**src/rtl/udp_rx_pkg.sv**
```systemverilog
// Shared types for the UDP receive buffer manager: FSM states, the descriptor
// record handed to the MCU, and the lowest-free-slot search.
package udp_rx_pkg;

   // Default geometry: 4 slots of 512 32-bit words each.
   localparam int RX_NBUF_LOG2 = 2;
   localparam int RX_SLOT_W    = 9;
   localparam int RX_NBUF      = 2 ** RX_NBUF_LOG2;

   typedef enum logic [1:0] {
      IDLE,
      FILL,
      DROP
   } rxbuf_state_t;

   // One completed packet: where it lives, how many words were stored,
   // whether the tail was cut off, and the receiver status word.
   typedef struct packed {
      logic [RX_NBUF_LOG2-1:0] slot;
      logic [RX_SLOT_W:0]      len;
      logic                    ovf;
      logic [31:0]             stat;
   } rx_desc_t;

   typedef struct packed {
      logic                    found;
      logic [RX_NBUF_LOG2-1:0] idx;
   } free_sel_t;

   // Scan from the top down so the last hit, and therefore the result,
   // is the lowest-numbered free slot.
   function automatic free_sel_t lowest_free(input logic [RX_NBUF-1:0] busy);
      free_sel_t sel;
      sel = '0;
      for (int i = RX_NBUF - 1; i >= 0; i--) begin
         if (!busy[i]) begin
            sel.found = 1'b1;
            sel.idx   = i[RX_NBUF_LOG2-1:0];
         end
      end
      return sel;
   endfunction

endpackage

```
**src/rtl/udp_desc_fifo.sv**
```systemverilog
// Show-ahead descriptor FIFO: the head entry is visible on 'head' whenever
// 'valid' is high, and a pop simply advances to the next entry.
module udp_desc_fifo
   import udp_rx_pkg::*;
#(
   parameter int DEPTH_LOG2 = RX_NBUF_LOG2
) (
   input  logic                clk,
   input  logic                rst,
   input  logic                push,
   input  rx_desc_t            pushData,
   input  logic                pop,
   output logic                valid,
   output rx_desc_t            head,
   output logic [DEPTH_LOG2:0] count
);

   localparam int DEPTH = 2 ** DEPTH_LOG2;

   rx_desc_t              store [DEPTH];
   logic [DEPTH_LOG2-1:0] wrPtr;
   logic [DEPTH_LOG2-1:0] rdPtr;
   logic                  full;
   logic                  doPush;
   logic                  doPop;

   // The count only reaches DEPTH when every entry is used, so its top bit
   // alone says "full". A pop on an empty FIFO is dropped here, and a push
   // into a full FIFO is only taken if a pop frees a place in the same cycle.
   assign valid  = (count != '0);
   assign full   = count[DEPTH_LOG2];
   assign doPop  = pop && valid;
   assign doPush = push && (!full || doPop);
   assign head   = store[rdPtr];

   // Entry storage has no reset; entries only become visible after a push
   // writes them, so their power-up contents never reach the outputs.
   always_ff @(posedge clk) begin
      if (doPush) begin
         store[wrPtr] <= pushData;
      end
   end

   // Pointer and occupancy bookkeeping. A push and a pop together leave the
   // count unchanged while both pointers still move.
   always_ff @(posedge clk or posedge rst) begin
      if (rst) begin
         wrPtr <= '0;
         rdPtr <= '0;
         count <= '0;
      end else begin
         if (doPush) begin
            wrPtr <= wrPtr + 1'b1;
         end
         if (doPop) begin
            rdPtr <= rdPtr + 1'b1;
         end
         case ({doPush, doPop})
            2'b10:   count <= count + 1'b1;
            2'b01:   count <= count - 1'b1;
            default: count <= count;
         endcase
      end
   end

endmodule

```
**src/rtl/udp_rx_buf_ctrl.sv**
```systemverilog
// Packet RAM buffer manager for the UDP receiver. Each packet is written into
// its own fixed-size slot, and a descriptor is queued for the MCU when the
// packet ends; the slot stays owned until the MCU releases it.
// Optional statistics counters are built when UDP_RX_BUF_STATS_EN is defined;
// otherwise pkt_cnt and drop_cnt read as zero.
// The descriptor record uses the package geometry, so NBUF_LOG2 and SLOT_W
// are expected to stay at the package values.
module udp_rx_buf_ctrl
   import udp_rx_pkg::*;
#(
   parameter int NBUF_LOG2 = RX_NBUF_LOG2,
   parameter int SLOT_W    = RX_SLOT_W
) (
   input  logic                    clk,
   input  logic                    rst,
   input  logic                    wren_mem,
   input  logic [31:0]             data_to_mem,
   input  logic                    desc_wr,
   input  logic [31:0]             stat_err,
   output logic                    mem_we,
   output logic [NBUF_LOG2+SLOT_W-1:0] mem_addr,
   output logic [31:0]             mem_wdata,
   output logic                    desc_valid,
   output logic [NBUF_LOG2-1:0]    desc_slot,
   output logic [SLOT_W:0]         desc_len,
   output logic                    desc_ovf,
   output logic [31:0]             desc_stat,
   input  logic                    desc_pop,
   input  logic                    buf_release,
   input  logic [NBUF_LOG2-1:0]    release_slot,
   output logic                    rel_err,
   output logic                    irq,
   output logic [15:0]             pkt_cnt,
   output logic [15:0]             drop_cnt
);

   localparam int NBUF = 2 ** NBUF_LOG2;
   localparam int AW   = NBUF_LOG2 + SLOT_W;
   localparam logic [SLOT_W:0] SLOT_WORDS = {1'b1, {SLOT_W{1'b0}}};
   localparam logic [SLOT_W:0] LEN_ONE    = {{SLOT_W{1'b0}}, 1'b1};

   rxbuf_state_t          state;
   rxbuf_state_t          stateNext;
   logic [NBUF-1:0]       busyMap;
   logic [NBUF-1:0]       busyNext;
   logic [NBUF-1:0]       allocMask;
   logic [NBUF-1:0]       relMask;
   logic [NBUF_LOG2-1:0]  curSlot;
   logic [NBUF_LOG2-1:0]  curSlotNext;
   logic [SLOT_W:0]       wrOffset;
   logic [SLOT_W:0]       wrOffsetNext;
   logic [SLOT_W:0]       lenNow;
   logic                  ovfFlag;
   logic                  ovfFlagNext;
   logic                  ovfNow;
   logic                  memWeNext;
   logic [AW-1:0]         memAddrNext;
   logic [31:0]           memWdataNext;
   logic                  relBad;
   logic                  relErrNext;
   logic                  pushReq;
   rx_desc_t              pushDesc;
   logic                  pktInc;
   logic                  dropInc;
   free_sel_t             freeSel;

   logic                  fifoValid;
   rx_desc_t              fifoHead;
   logic [NBUF_LOG2:0]    unusedDescCount;

   udp_desc_fifo #(
      .DEPTH_LOG2(NBUF_LOG2)
   ) descFifo (
      .clk     (clk),
      .rst     (rst),
      .push    (pushReq),
      .pushData(pushDesc),
      .pop     (desc_pop),
      .valid   (fifoValid),
      .head    (fifoHead),
      .count   (unusedDescCount)
   );

   // Head fields are forced to zero while the FIFO is empty so the MCU never
   // sees a stale descriptor, and so everything reads zero out of reset.
   assign desc_valid = fifoValid;
   assign desc_slot  = fifoValid ? fifoHead.slot : '0;
   assign desc_len   = fifoValid ? fifoHead.len  : '0;
   assign desc_ovf   = fifoValid ? fifoHead.ovf  : 1'b0;
   assign desc_stat  = fifoValid ? fifoHead.stat : '0;

   // Packet FSM, slot allocation and release handling. Allocation searches
   // the bitmap as it stood at the start of the cycle, so a slot released in
   // the same cycle only becomes allocatable one cycle later. The word count
   // saturates at a full slot; extra words only raise the overflow flag.
   always_comb begin
      stateNext    = state;
      curSlotNext  = curSlot;
      wrOffsetNext = wrOffset;
      ovfFlagNext  = ovfFlag;
      lenNow       = wrOffset;
      ovfNow       = ovfFlag;
      memWeNext    = 1'b0;
      memAddrNext  = '0;
      memWdataNext = data_to_mem;
      allocMask    = '0;
      relMask      = '0;
      pushReq      = 1'b0;
      pushDesc     = '0;
      pktInc       = 1'b0;
      dropInc      = 1'b0;
      freeSel      = lowest_free(busyMap);

      case (state)
         IDLE: begin
            if (wren_mem) begin
               if (freeSel.found) begin
                  allocMask[freeSel.idx] = 1'b1;
                  curSlotNext            = freeSel.idx;
                  wrOffsetNext           = LEN_ONE;
                  ovfFlagNext            = 1'b0;
                  memWeNext              = 1'b1;
                  memAddrNext            = {freeSel.idx, {SLOT_W{1'b0}}};
                  stateNext              = FILL;
               end else begin
                  dropInc   = 1'b1;
                  stateNext = DROP;
               end
            end
         end
         FILL: begin
            if (wren_mem) begin
               if (wrOffset == SLOT_WORDS) begin
                  ovfNow = 1'b1;
               end else begin
                  memWeNext   = 1'b1;
                  memAddrNext = {curSlot, wrOffset[SLOT_W-1:0]};
                  lenNow      = wrOffset + LEN_ONE;
               end
            end
            wrOffsetNext = lenNow;
            ovfFlagNext  = ovfNow;
            if (desc_wr) begin
               pushReq       = 1'b1;
               pushDesc.slot = curSlot;
               pushDesc.len  = lenNow;
               pushDesc.ovf  = ovfNow;
               pushDesc.stat = stat_err;
               pktInc        = 1'b1;
               stateNext     = IDLE;
            end
         end
         DROP: begin
            if (desc_wr) begin
               stateNext = IDLE;
            end
         end
         default: begin
            stateNext = IDLE;
         end
      endcase

      relBad     = !busyMap[release_slot] ||
                   ((state == FILL) && (release_slot == curSlot));
      relErrNext = buf_release && relBad;
      if (buf_release && !relBad) begin
         relMask[release_slot] = 1'b1;
      end
      busyNext = (busyMap & ~relMask) | allocMask;
   end

   // State, bitmap and the registered RAM write port. The RAM write trails
   // the receiver strobe by one cycle; irq is a registered copy of desc_valid.
   always_ff @(posedge clk or posedge rst) begin
      if (rst) begin
         state     <= IDLE;
         busyMap   <= '0;
         curSlot   <= '0;
         wrOffset  <= '0;
         ovfFlag   <= 1'b0;
         mem_we    <= 1'b0;
         mem_addr  <= '0;
         mem_wdata <= '0;
         rel_err   <= 1'b0;
         irq       <= 1'b0;
      end else begin
         state     <= stateNext;
         busyMap   <= busyNext;
         curSlot   <= curSlotNext;
         wrOffset  <= wrOffsetNext;
         ovfFlag   <= ovfFlagNext;
         mem_we    <= memWeNext;
         mem_addr  <= memAddrNext;
         mem_wdata <= memWdataNext;
         rel_err   <= relErrNext;
         irq       <= fifoValid;
      end
   end

`ifdef UDP_RX_BUF_STATS_EN
   logic [15:0] pktCnt;
   logic [15:0] dropCnt;

   // Accepted and dropped packet counters; both simply wrap past 16'hFFFF.
   always_ff @(posedge clk or posedge rst) begin
      if (rst) begin
         pktCnt  <= '0;
         dropCnt <= '0;
      end else begin
         if (pktInc) begin
            pktCnt <= pktCnt + 16'd1;
         end
         if (dropInc) begin
            dropCnt <= dropCnt + 16'd1;
         end
      end
   end

   assign pkt_cnt  = pktCnt;
   assign drop_cnt = dropCnt;
`else
   logic unusedStats;

   assign unusedStats = pktInc ^ dropInc;
   assign pkt_cnt     = 16'h0000;
   assign drop_cnt    = 16'h0000;
`endif

endmodule

```
**config.mk**
```make
export PLATFORM = sky130hd
export DESIGN_NAME = udp_rx_buf_ctrl
export DESIGN_NICKNAME = d
export VERILOG_FILES = /design/src/rtl/udp_rx_pkg.sv /design/src/rtl/udp_desc_fifo.sv /design/src/rtl/udp_rx_buf_ctrl.sv
export SDC_FILE = /design/constraint.sdc
export NUM_CORES = 1
export LEC_CHECK = 0
export BUFFER_PORTS_ARGS = -buffer_cell sky130_fd_sc_hd__clkbuf_2
export CAP_MARGIN = 20
export CORE_UTILIZATION = 31
export DETAILED_ROUTE_END_ITERATION = 16
export GPL_TIMING_DRIVEN = 1
export PLACE_DENSITY = 0.51
export RECOVER_POWER = 50
export SLEW_MARGIN = 10
export SYNTH_ARGS = -nofsm -noshare
export SYNTH_HDL_FRONTEND = slang
export SYNTH_SLANG_ARGS = --single-unit
```
**constraint.sdc**
```tcl
create_clock -name clk -period 2.7 [get_ports clk]
set_input_delay 0.405 -clock clk [delete_from_list [all_inputs] [get_ports clk]]
set_output_delay 0.405 -clock clk [all_outputs]
set_load 0.01 [all_outputs]
```
Word-level counts from Yosys, hierarchy flattened
Memory sizes are Yosys's and may differ from the RTL's. Index checks and enable logic that the tools add are counted.

$lt $le $gt $ge: 4. Shifts and indexed selects: 0. Multipliers: 0. Bitwise gates (word level): 3. Mux-type cells: 49. Div/mod/pow operators: 0. Eq/ne operators: 9. Add/subtract/negate cells: 5. Reductions and logical operators: 20.

Operators with widths (count): 45-bit 2-to-1 mux (2); 10-bit 2-to-1 mux (5); 11-bit 2-to-1 mux (4); 32-bit 2-to-1 mux (1); 11-bit one-hot mux with 2 select lines (1); 10-bit one-hot mux with 2 select lines (1); 1-bit 2-to-1 mux (16); 4-bit 2-to-1 mux (4); 3-bit 2-to-1 mux (4); 10-bit by 1-bit adder with 10-bit output, second input constant (1); 10-bit == test, second input constant (1); 2-bit 2-to-1 mux (4); 1-bit logical AND (7); 2-bit by 3-bit less-than comparator with 1-bit output, second input constant (2); 3-bit one-hot mux with 2 select lines (1); 3-bit AND reduction (2); 2-bit by 1-bit adder with 2-bit output, second input constant (2); 4-bit bitwise AND (1); 1-bit demux with 2-bit select (2); 2-bit by 1-bit == test with 1-bit output, second input constant (2); 2-bit == test, second input constant (2); 2-bit by 1-bit greater-or-equal comparator with 1-bit output, second input constant (2); 2-bit != test, second input constant (2); 4-bit inverter (1); 15 further kinds (20).

Bits of input ports: 72. Bits in registers: 72. RAM bits: 180. Bits in latches: 0. Logic and storage cells: 104. Output and inout port bits: 124. Memories kept: 1. ROM bits: 0.

Memories: descFifo.store (words 4, width 45, rd ports 1, clocked after memory_dff 0, wr ports 1, line udp_desc_fifo.sv:20) `rx_desc_t store [DEPTH];`.

Longest topological paths before layout
Word-level depth: 12. Depth in mapped cells: 11. Mapped depth without buffers: 11.

Modules after synthesis
From an unflattened synthesis, not the netlist that was laid out.

Cells, all modules: 626. Area, all modules: 10338.7 µm².

Modules (own cells, without submodules): udp_desc_fifo (times used 1, cells each 273, sequential area each 5580.4 µm², area each 6932.9 µm²); udp_rx_buf_ctrl (times used 1, cells each 353, sequential area each 1626.6 µm², area each 3405.8 µm²).

Least setup slack after synthesis
Ideal clock, no wire load.

Kind: register -> register. From: register state[1]. To: memory descFifo.store[0][0] in the netlist's numbering, enable pin. Stages on the path, launching flop included: 6. Buffers on the path: 0. Setup time: 407 ps. Clock period less this slack: 2661 ps. Arrival: 2254 ps. Required time: 2293 ps. Setup slack: 39 ps. Cell sequence: dfrtp_1 > inv_1 > ha_1 > nand2_1 > a21oi_1 > and2_1.

Word-level cells in the longest chain between the ends: 5.

RTL lines: from (decl) (line udp_rx_buf_ctrl.sv:42) `rxbuf_state_t state;`; from (signal assigned) (line udp_rx_buf_ctrl.sv:187) `state <= stateNext;`; 2-bit by 1-bit == test with 1-bit output (line udp_rx_buf_ctrl.sv:114) `case (state)`; 1-bit 2-to-1 mux (line udp_rx_buf_ctrl.sv:114); 1-bit logical AND (line udp_desc_fifo.sv:33) `assign doPush = push && (!full || doPop);`; 1-bit 2-to-1 mux (line udp_desc_fifo.sv:39) `if (doPush) begin`; 1-bit 2-to-1 mux (implied by the code) (line udp_desc_fifo.sv:40) `store[wrPtr] <= pushData;`; to (decl) (line udp_desc_fifo.sv:20).

No other way between the ends.

Worst setup path after layout
From: register descFifo.rdPtr[1]. To: output port desc_stat[0].

Word-level cells in the longest chain between the ends: 2.

RTL lines: from (decl) (line udp_desc_fifo.sv:22) `logic [DEPTH_LOG2-1:0] rdPtr;`; from (signal assigned) (line udp_desc_fifo.sv:56) `rdPtr <= rdPtr + 1'b1;`; memory 4 x 45 bit; 32-bit 2-to-1 mux (line udp_rx_buf_ctrl.sv:90) `assign desc_stat = fifoValid ? fifoHead.stat : '0;`; to (decl) (line udp_rx_buf_ctrl.sv:27) `output logic [31:0] desc_stat,`.

No other way between the ends.

==> qor.csv <==
metric,value,unit
Peak VDD IR,0.487,mV
max layer used,met4,
max cap viols,0,
Seq. cell area,7210,µm²
initial cell density of the core,0.317,
final setup fails,0,
Syn Inst Count,624,
Max Freq,0.388,GHz
Final Non-Filler Cells,1305,
Root Driver,clkbuf_16,
status,"finished, final reports clean",
CTS H-tree lvls,1,
R2R Setup Slk,320,ps
vias in the first global route,6144,
Post-Syn Area,10300,µm²
Top Ports,196,
hold_ws,180,ps
post-synth top area share,0.523,
Critical Path Stages,4,
Die H,185,µm
Fill cells,3071,
Pre-Repair DR Iteration Count,4,
Resize count post-CTS,0,
Crit-path slowest cell,dfrtp_2,
gr usage total,0.135,
TritonCTS Buffers,28,
Slew @ Worst Pin,1360,ps
share of layout cells above drive strength 1,0.278,
dpl ws,405,ps
Port Buffers,163,
nets@finish,924,
largest net degree at the start of global routing,47,
main area contributors after synthesis,"edfxtp_1 52%, dfrtp_1 17%, mux4_2 10%",
"Area growth, synth to finish",24.4,%
row count,66,
R2R Path Start,state[1],
Vias,5866,
largest area contributor in the netlist,edfxtp_1,
Power Total,12.7,mW
met2 WL,11.3,mm
initial antenna violation count,0,
n_diodes,0,
Startpoint Class,register,
vias per cell,4.50,
die area,34000,µm²
"CP delay by family, top",flip-flops,
multi-input logic area,2730,µm²
reg2reg path depth,7,
buffers and inverters on the worst path,2,
Power Density,990,nW/µm²
CP peak stage delay,690,ps
leakage,5.03,nW
final core occ,0.394,
clk slew on worst S/H paths,60,ps
CP Class,register to output port,
Die X,185,µm
WL met1,9.68,mm
design area,12800,µm²
Clock Path Buffers,3,
Worst Setup End Kind,output port,
min cycle time layout,2580,ps
clk_lat worst skew,540,ps
Final GP Congestion,0.729,
post-synthesis sequential area ratio,0.698,
max-slew violations,0,
"EDFF count, synth",180,
Netlist cell types,53,
routed wl met3,1.05,mm
CTS tree,built,
Hold Path Cell Cnt,2,
"Critical Path, Cell by Cell",buf_12 > mux4_2 > and2_1 > clkbuf_2,
final period utilization,0.955,
worst path required time,2300,ps
TNS Setup,0,ps
Hold Crit Start,buf_release,
CTS sink count,252,
Synth async-reset ratio,0.286,
RR Endpoint,descFifo.store[3][43],
clock skew,21.0,ps
global-route wire length before repair,35.0,mm
hold endpoint,rel_err,
placed insts,1216,
Avg Synthesized Cell Area,16.5,µm²
number of synthesized register bits,252,
post-route worst setup slack,122,ps
DRT antenna net count,0,
remaining routing DRC violations,0,
Synth Flop Type,edfxtp_1,
Crit Path Max Fanout,29,
unrepaired setup endpoints after global routing,false,
Worst EP arrival,2170,ps
gr ovfl total,0,
average wire per standard cell,17.3,µm
DPL Wire Length,14.1,mm
DR iter-0 viols,256,
endpoints failing hold,0,
Core ar.,32600,µm²
worst hold-check path type,input port to register,
Routed WL,22.5,mm
slew margin rel.,0.0869,
number of synthesis warnings,0,
dpl cell area,11600,µm²
==> kinds of logic after synthesis <==
| logic type | share of synthesized area |
|---|---|
| fa+ha+maj | 0.0141 |
| xor+xnor | 0.0119 |
| simple gates | 0.0923 |
| other cells | 0.000363 |
| compound gates | 0.0319 |
| mux | 0.102 |
| flops | 0.698 |
| buf+inv | 0.0493 |
==> per-layer routing <==
layer	vias up	global-route usage
li1	2706	-
met3	38	0.0235
met4	0	0.0320
met2	170	0.238
met1	2952	0.172
met5	-	0
==> cell type report <==
cell class	count	area share
flip-flops and latches	252	0.561
multi-input cells	317	0.212
repair buffers	221	0.106
clock buffers	31	0.0562
well taps	442	0.0430
clock inverters	21	0.0144
inverters	21	0.00633
==> worst max path at each step <==
| stage | from | end |
|---|---|---|
| 3_3_place_gp | descFifo.rdPtr[0] | desc_stat[0] |
| 2_1_floorplan | state[1] | descFifo.store[0][0] |
| 6_report | descFifo.rdPtr[1] | desc_stat[0] |
| 4_1_cts | descFifo.rdPtr[1] | desc_stat[0] |
| 3_5_place_dp | descFifo.rdPtr[0] | desc_stat[31] |
| 5_1_grt | descFifo.rdPtr[1] | desc_stat[0] |
==> flip-flops by register name, summed over array words and instances, names as in the netlist <==
| name | cells |
|---|---|
| curSlot | 2 |
| mem_wdata | 32 |
| descFifo.wrPtr | 2 |
| state | 2 |
| descFifo.count | 3 |
| irq | 1 |
| ovfFlag | 1 |
| mem_we | 1 |
| busyMap | 4 |
| mem_addr | 11 |
| rel_err | 1 |
| wrOffset | 10 |
| descFifo.store | 180 |
| descFifo.rdPtr | 2 |
==> repair_timing <==
| item | CTS | global route |
|---|---|---|
| buffers inserted | 4 | 0 |
| endpoints found under the hold margin | 58 | 0 |
| hold buffers | 33 | 0 |
| endpoints found under the setup margin | 29 | 0 |
==> report_power, final <==
part	switching [mW]	total [mW]	internal (mW)	leakage, nW
Sequential	0.313	5.03	4.72	2.57
Combinational	2.13	4.00	1.88	2.02
Clock	1.48	3.68	2.20	0.445
Total	3.92	12.7	8.79	5.03
==> cells in the mapped netlist, types with 3 or more instances <==
master	instances
nand3_1	5
dfrtp_1	72
a31oi_1	5
nor3_1	4
nand2b_1	3
nor2_1	18
buf_2	12
a21oi_1	18
edfxtp_1	180
ha_1	10
inv_1	20
nand2_1	16
mux4_2	46
buf_4	33
buf_6	6
and2_1	53
xnor2_1	9
and3_1	43
o21ai_0	13
xor2_1	5
clkbuf_1	13
or3_1	3
==> cell usage in the layout (no fill, tap or decap), types with 28 or more instances in the layout <==
cell type,n
mux4_2,46
and2_1,48
dfrtp_1,70
dlygate4sd3_1,33
clkbuf_1,51
clkbuf_2,118
edfxtp_1,180
conb_1,32
clkbuf_16,28
and3_1,43
Power figures use the tool's default switching activity.
